File: config.mk
export PLATFORM = sky130hd
export DESIGN_NAME = cy_stream_rr_arbiter
export DESIGN_NICKNAME = d
export VERILOG_FILES = /design/src/rtl/cy_stream_rr_arbiter.sv
export SDC_FILE = /design/constraint.sdc
export NUM_CORES = 1
export LEC_CHECK = 0
export BUFFER_PORTS_ARGS = -buffer_cell sky130_fd_sc_hd__buf_2
export CAP_MARGIN = 40
export CORE_MARGIN = 10
export CORE_UTILIZATION = 45
export DETAILED_ROUTE_END_ITERATION = 12
export PLACE_DENSITY = 0.76
export SYNTH_ARGS = -nofsm -noshare
export SYNTH_HDL_FRONTEND = slang
export SYNTH_SLANG_ARGS = --single-unit
File: constraint.sdc
create_clock -name i_clk -period 1.94 [get_ports i_clk]
set_input_delay 0.097 -clock i_clk [delete_from_list [all_inputs] [get_ports i_clk]]
set_output_delay 0.097 -clock i_clk [all_outputs]
set_load 0.03 [all_outputs]
File: src/rtl/cy_stream_rr_arbiter.sv
// cy_stream_rr_arbiter: round-robin arbiter that merges N valid/ready
// upstream streams onto one downstream channel, granting whole bursts.
//
// Ports:
//   i_clk, i_reset      clock, synchronous active-high reset
//   i_valid/i_data/i_last  per-requester stream (requester k at k*DW)
//   o_ready             per-requester ready (registered-state only)
//   o_valid/o_data/o_last/o_src  merged downstream beat and its source
//   i_ready             downstream ready
//
// Beats pass through a main + skid register pair so that o_ready never
// depends combinationally on i_ready or i_valid.

module cy_stream_rr_arbiter #(
    parameter int N         = 4,
    parameter int DW        = 8,
    parameter int MAX_BEATS = 0
) (
    input  logic                   i_clk,
    input  logic                   i_reset,
    input  logic [N-1:0]           i_valid,
    input  logic [N*DW-1:0]        i_data,
    input  logic [N-1:0]           i_last,
    output logic [N-1:0]           o_ready,
    output logic                   o_valid,
    output logic [DW-1:0]          o_data,
    output logic                   o_last,
    output logic [$clog2(N)-1:0]   o_src,
    input  logic                   i_ready
);

    localparam int SW = $clog2(N);
    localparam int CW = (MAX_BEATS > 1) ? $clog2(MAX_BEATS) : 1;
    localparam logic [CW-1:0] CNT_LAST =
        CW'((MAX_BEATS > 0) ? MAX_BEATS - 1 : 0);

    typedef enum logic {IDLE, LOCK} state_t;

    state_t          state_q, state_d;
    logic [SW-1:0]   rr_ptr_q, rr_ptr_d;
    logic [SW-1:0]   grant_q, grant_d;
    logic [CW-1:0]   cnt_q, cnt_d;

    logic            main_vld_q, main_vld_d;
    logic [DW-1:0]   main_data_q, main_data_d;
    logic            main_last_q, main_last_d;
    logic [SW-1:0]   main_src_q, main_src_d;

    logic            skid_vld_q, skid_vld_d;
    logic [DW-1:0]   skid_data_q, skid_data_d;
    logic            skid_last_q, skid_last_d;
    logic [SW-1:0]   skid_src_q, skid_src_d;

    logic            g_valid;
    logic [DW-1:0]   g_data;
    logic            g_last;
    logic            acc;
    logic            dn;
    logic            rel;
    logic [SW-1:0]   pick;
    logic            pick_ok;

    assign g_valid = i_valid[grant_q];
    assign g_data  = i_data[grant_q*DW +: DW];
    assign g_last  = i_last[grant_q];

    // Ready only while locked and the skid slot is free.
    always_comb begin
        o_ready = '0;
        if (state_q == LOCK && !skid_vld_q) begin
            o_ready[grant_q] = 1'b1;
        end
    end

    assign acc = (state_q == LOCK) && !skid_vld_q && g_valid;
    assign dn  = main_vld_q && i_ready;
    assign rel = acc &&
                 (g_last || (MAX_BEATS > 0 && cnt_q == CNT_LAST));

    // Scan downward in offset so the smallest offset from rr_ptr wins.
    always_comb begin
        logic [SW:0] idx;
        pick    = rr_ptr_q;
        pick_ok = 1'b0;
        idx     = '0;
        for (int i = N - 1; i >= 0; i--) begin
            idx = {1'b0, rr_ptr_q} + (SW+1)'(i);
            if (idx >= (SW+1)'(N)) begin
                idx = idx - (SW+1)'(N);
            end
            if (i_valid[idx[SW-1:0]]) begin
                pick    = idx[SW-1:0];
                pick_ok = 1'b1;
            end
        end
    end

    always_comb begin
        state_d  = state_q;
        rr_ptr_d = rr_ptr_q;
        grant_d  = grant_q;
        cnt_d    = cnt_q;
        unique case (state_q)
            IDLE: begin
                if (pick_ok) begin
                    grant_d = pick;
                    state_d = LOCK;
                end
            end
            LOCK: begin
                if (acc) begin
                    cnt_d = cnt_q + 1'b1;
                    if (rel) begin
                        state_d  = IDLE;
                        rr_ptr_d = (grant_q == SW'(N - 1)) ?
                                   '0 : grant_q + 1'b1;
                        cnt_d    = '0;
                    end
                end
            end
            default: ;
        endcase
    end

    // Skid is only ever filled while main is stalled, and upstream is
    // blocked while skid is full, so acc and skid_vld_q never coexist.
    always_comb begin
        main_vld_d  = main_vld_q;
        main_data_d = main_data_q;
        main_last_d = main_last_q;
        main_src_d  = main_src_q;
        skid_vld_d  = skid_vld_q;
        skid_data_d = skid_data_q;
        skid_last_d = skid_last_q;
        skid_src_d  = skid_src_q;
        if (dn) begin
            if (skid_vld_q) begin
                main_data_d = skid_data_q;
                main_last_d = skid_last_q;
                main_src_d  = skid_src_q;
                skid_vld_d  = 1'b0;
            end else if (acc) begin
                main_data_d = g_data;
                main_last_d = g_last;
                main_src_d  = grant_q;
            end else begin
                main_vld_d  = 1'b0;
            end
        end else if (acc) begin
            if (!main_vld_q) begin
                main_vld_d  = 1'b1;
                main_data_d = g_data;
                main_last_d = g_last;
                main_src_d  = grant_q;
            end else begin
                skid_vld_d  = 1'b1;
                skid_data_d = g_data;
                skid_last_d = g_last;
                skid_src_d  = grant_q;
            end
        end
    end

    always_ff @(posedge i_clk) begin
        if (i_reset) begin
            state_q     <= IDLE;
            rr_ptr_q    <= '0;
            grant_q     <= '0;
            cnt_q       <= '0;
            main_vld_q  <= 1'b0;
            main_data_q <= '0;
            main_last_q <= 1'b0;
            main_src_q  <= '0;
            skid_vld_q  <= 1'b0;
            skid_data_q <= '0;
            skid_last_q <= 1'b0;
            skid_src_q  <= '0;
        end else begin
            state_q     <= state_d;
            rr_ptr_q    <= rr_ptr_d;
            grant_q     <= grant_d;
            cnt_q       <= cnt_d;
            main_vld_q  <= main_vld_d;
            main_data_q <= main_data_d;
            main_last_q <= main_last_d;
            main_src_q  <= main_src_d;
            skid_vld_q  <= skid_vld_d;
            skid_data_q <= skid_data_d;
            skid_last_q <= skid_last_d;
            skid_src_q  <= skid_src_d;
        end
    end

    assign o_valid = main_vld_q;
    assign o_data  = main_data_q;
    assign o_last  = main_last_q;
    assign o_src   = main_src_q;

endmodule

==> results of run 1 <==
path summary, 6_finish.rpt:
| kind | startpoint | end | slack, ns |
|---|---|---|---|
| min | i_ready | skid_vld_q | 0.09 |
| max | grant_q[1] | o_data[4] | 0.18 |
| min reg2reg | skid_data_q[2] | skid_data_q[2] | 0.48 |
| max reg2reg | grant_q[1] | o_data[4] | 0.18 |
flip-flops by register name, indices dropped and copies added, names as in the netlist:
name	count
o_src	2
grant_q	2
o_last	1
skid_data_q	8
state_q	1
o_data	8
rr_ptr_q	2
skid_vld_q	1
skid_src_q	2
skid_last_q	1
o_valid	1
power by group:
part	switching (mW)	internal (mW)	leakage [nW]
logic	0.248	0.170	0.639
registers	0.0172	0.626	0.236
clock network	0.227	0.418	0.0585
total	0.492	1.21	0.933
final cells by class:
cell class,count,area share
inverters,5,0.00869
well taps,48,0.0278
multi-input cells,132,0.471
clock buffers,7,0.0400
clock inverters,1,0.0139
flip-flops and latches,29,0.269
repair buffers,68,0.169
synthesized netlist by cell type, types with 2 or more instances:
cell	number
a21oi_1	34
a311oi_1	11
and2_1	4
buf_2	4
clkbuf_1	9
dfxtp_1	29
ha_1	5
inv_1	4
mux2_2	2
mux2i_1	10
mux4_2	9
nand2_1	4
nand2b_1	3
nand3_1	13
nor2_1	6
nor2b_1	2
o21ai_0	15
or4_1	2
metrics by stage:
step | instances | power, mW
floorplan | 180 | 0.936
detailed placement | 281 | 1.06
global placement | 281 | 1.06
finish | 290 | 1.71
CTS | 289 | 1.71
global route | 290 | 1.79
routing by layer:
metal  vias up  track usage  wire length, um
met4         0       0.0484               48
met2        51        0.231             2370
met5         -            0                0
met3         6       0.0419              390
li1        806            -                -
met1       760        0.170             1860
repair_timing:
item                       CTS  global route
setup endpoints to repair   11            11
pin swaps                    0             1
hold buffers                 0             0
cloned                       0             1
gates resized for setup      1             1
worst register-to-register path: stages (launching register included):
cell      delay, ns
dfxtp_2        0.34
mux2_2         0.36
a22o_4         0.26
inv_2          0.05
ha_1           0.23
nor2_2         0.13
a311oi_1       0.30
logic make-up (layout without fill, tap and decap cells):
| logic type | Yosys count | count (layout) |
|---|---|---|
| buffers and inverters | 20 | 81 |
| AO/OA/AOI/OAI | 65 | 65 |
| AND/OR/NAND/NOR | 40 | 41 |
| flip-flops | 29 | 29 |
| multiplexers | 21 | 21 |
| adder cells (fa/ha/maj) | 5 | 5 |
==> flow_summary.ini, run 1 <==
[cells_and_area]
mostFrequentLayoutCells = buf_2 (58), a21oi_1 (34), dfxtp_1 (28)
fin_nets = 289
fill_cells = 353
antenna_cells = 0
seq_area_um2 = 582
stdcell_area_mm2 = 0.00216
multi_input_area_mm2 = 0.00102
layout-drive-gt1-share = 0.388
final_common_cell = buf_2
area_delta_synth_final_pct = 29.6
post-route-util = 0.595

[clock_network]
cts_sinks = 29
clkTransAtPathRegs_ns = 0.06
worstSkewPairLatency_ns = 0.28
cts_setup_buffers = 0
htree_levels = 2
clockBufferDepth = 2
cts_buffers = 5
cts_tree = yes
cts-root-buf = clkbuf_8

[outcome]
run_status = finished clean

[timing]
holdWs_ns = 0.0893
hold_violations = 0
fin_crit_ns = 1.76
post-route-period-util = 0.906
finalSetupViolCount = 0
fin_ws_ns = 0.182
finClkSkew_ns = 0.00409
setup_tns_ns = 0
slew_headroom = 0.649
fmax_ghz = 0.569
rsz0062_at_grt = no
slew_violations = 0
worst_pin_slew_ns = 0.526

[logic_synthesis]
yosys.area_share.simple = 0.133
yosysTopAreaCell = dfxtp_1
async_flop_share = 0
synth_compound_area_frac = 0.236
syn_avg_cell_area_um2 = 9.27
ys.flop_type = dfxtp_1
synthXorXnorAreaFrac = 0
yosysWarnings = 0
synthMuxAreaShare = 0.195
synth_top_family_by_area = compound AO/OA/AOI/OAI gates
netlist_top_cells_area = dfxtp_1 (35%), mux4_2 (12%), a21oi_1 (10%), mux2i_1 (6.0%), a311oi_1 (5.8%)
synth_top_cell_area_share = 0.348
synth_fp_nets = 228
ys_seq_area_frac = 0.348
ys_ff_latch = 29
synth_area_mm2 = 0.00167
synth_cells = 180
synth_fa_ha_area_frac = 0.0375
synth_edf_count = 0
yosysUniqueCellTypes = 32

[critical_path]
critPathMaxStageDelay_ns = 0.36
crit_path_top_delay_cell = mux2_2
start_kind = register
crit_buf_inv = 1
ff2ff_path_depth = 6
path_class = reg2reg
crit_path_max_fanout = 11
critPathCaptureType = register
crit_cells = 6
arrival_ns = 1.94
crit_family = compound AO/OA/AOI/OAI gates
cp.required_ns = 2.12
cp_cell_sequence = mux2_2 -> a22o_4 -> inv_2 -> ha_1 -> nor2_2 -> a311oi_1

[power_and_ir_drop]
ir_drop_uv = 271
pwr_density_cell_mw_per_mm2 = 790
p_leak_nw = 0.933

[floorplanning]
die_x_um = 80.9
die_y_um = 80.9
core_region_area_mm2 = 0.00363
initial_core_util = 0.459
rows = 22
dieArea_mm2 = 0.00654
ios = 59

[hold_path]
hold_path.class = in2reg
min_path_cells = 2

[placed_design]
gp_congestion = 0.800
dpl_cell_area_mm2 = 0.00203
place_hpwl_um = 3520
dp_slack_ns = -0.129
port_buffers = 58

[routing]
drt_first_pass_iters = 4
routedWlPerCell_um = 16.1
via_per_inst = 5.60
drc = 0
drt_iter0_markers = 144
detailroute.via_count = 1623
wl_um = 4670
antenna_left = 0

[run]
maxCapViolations = 0

[global_routing]
grt_pass1_wl_um = 7410
grt_start_max_net_pins = 30
track_usage = 0.140
antenna_found_initial = 0
grt_pass1_vias = 1586
grt_overflow = 0
Power figures use the tool's default switching activity.
==> run 2, diff against run 1 <==
CORE_UTILIZATION = 46   (was 45)
CTS_BUF_LIST = sky130_fd_sc_hd__clkbuf_8   (was not set)
GPL_ROUTABILITY_DRIVEN = 0   (was not set)
PLACE_DENSITY = 0.78   (was 0.76)
==> flow_summary.ini, run 2 (synthesis results as in run 1) <==
[timing]
finClkSkew_ns = 0.00608
fmax_ghz = 0.549
worst_pin_slew_ns = 0.703
slew_headroom = 0.531
post-route-period-util = 0.939
fin_crit_ns = 1.82
finalSetupViolCount = 0
hold_violations = 0
setup_tns_ns = 0
rsz0062_at_grt = no
slew_violations = 0

[routing]
drt_iter0_markers = 116
routedWlPerCell_um = 15.7
drt_first_pass_iters = 4
detailroute.via_count = 1635
drc = 0
wl_um = 4480
antenna_left = 0
via_per_inst = 5.74

[critical_path]
cp.required_ns = 2.07
arrival_ns = 1.95
start_kind = register
path_class = reg2reg
critPathCaptureType = register
crit_path_max_fanout = 22

[cells_and_area]
area_delta_synth_final_pct = 27.8
fin_nets = 286
antenna_cells = 0
layout-drive-gt1-share = 0.397
fill_cells = 300
mostFrequentLayoutCells = buf_2 (58), a21oi_1 (34), dfxtp_1 (25)
final_common_cell = buf_2

[global_routing]
grt_pass1_vias = 1474
grt_start_max_net_pins = 30
antenna_found_initial = 0
grt_pass1_wl_um = 6960
grt_overflow = 0
track_usage = 0.136

[power_and_ir_drop]
p_leak_nw = 0.910
pwr_density_cell_mw_per_mm2 = 728
power.total_mw = 1.55
ir_drop_uv = 629

[floorplanning]
die_y_um = 80.2
ios = 59
die_x_um = 80.2
initial_core_util = 0.488
dieArea_mm2 = 0.00643
rows = 21
core_region_area_mm2 = 0.00342

[outcome]
run_status = finished clean

[clock_network]
worstSkewPairLatency_ns = 0.28
cts_buffers = 5
cts_sinks = 29
cts_tree = yes
cts_setup_buffers = 0
clkTransAtPathRegs_ns = 0.07
htree_levels = 2
cts-root-buf = clkbuf_8
clockBufferDepth = 2
hold_buffers = 0

[run]
maxCapViolations = 0

[placed_design]
port_buffers = 58
place_hpwl_um = 3340

[hold_path]
hold_path.class = in2reg
-- run 2: repair_timing --
item                                    in CTS  in global routing
endpoints found under the hold margin        0                  0
endpoints found under the setup margin       0                 11
resized for setup                            0                  6
-- run 2: layout make-up --
cell class | count | area (um^2) | share of cell area
clock buffers | 5 | 68.8 | 0.0323
clock inverters | 3 | 17.5 | 0.00822
inverters | 5 | 21.3 | 0.00998
multi-input cells | 131 | 1020 | 0.478
flip-flops and latches | 29 | 586 | 0.275
well taps | 46 | 57.6 | 0.0270
repair buffers | 66 | 363 | 0.170
-- run 2: per-stage QoR --
stage / cell area (um^2) / instances / setup WS (ns) / hold slack [ns] / util
after global routing: 2130 / 285 / 0.00943 / 0.0511 / 0.624
after floorplan: 1680 / 180 / 0.00656 / 0.198 / -
after CTS: 2110 / 285 / 0.0933 / 0.0634 / 0.619
final: 2130 / 285 / 0.118 / 0.0534 / 0.624
after global placement: 2030 / 277 / 0.156 / 0.360 / 0.593
after detailed placement: 2030 / 277 / 0.0961 / 0.365 / 0.593
-- run 2: path summary, 6_finish.rpt --
kind | start | endpoint | slack (ns) | depth (start not counted)
setup / recovery | grant_q[1] | o_data[4] | 0.12 | 8
hold / removal | i_ready | skid_vld_q | 0.05 | 2
setup reg to reg | grant_q[1] | o_data[4] | 0.12 | 8
hold reg to reg | skid_data_q[7] | skid_data_q[7] | 0.48 | 2
-- run 2: metal layers --
layer / vias to the layer above / share of wire / track usage
li1: 795 / - / -
met1: 773 / 0.43 / 0.161
met2: 56 / 0.45 / 0.198
met3: 11 / 0.098 / 0.0735
met4: 0 / 0.024 / 0.0599
met5: - / 0 / 0
-- run 2: report_power, final --
group	switching [mW]	internal [mW]	total, mW
Clock	0.238	0.247	0.485
Combinational	0.238	0.176	0.414
Sequential	0.0263	0.627	0.653
Total	0.503	1.05	1.55
-- run 2: critical path, stage by stage (launching register included) --
cell	delay, ns
dfxtp_2	0.34
mux2_2	0.36
a22o_4	0.26
inv_4	0.09
ha_1	0.17
nor2_2	0.06
buf_12	0.15
a21oi_1	0.19
a311oi_2	0.05
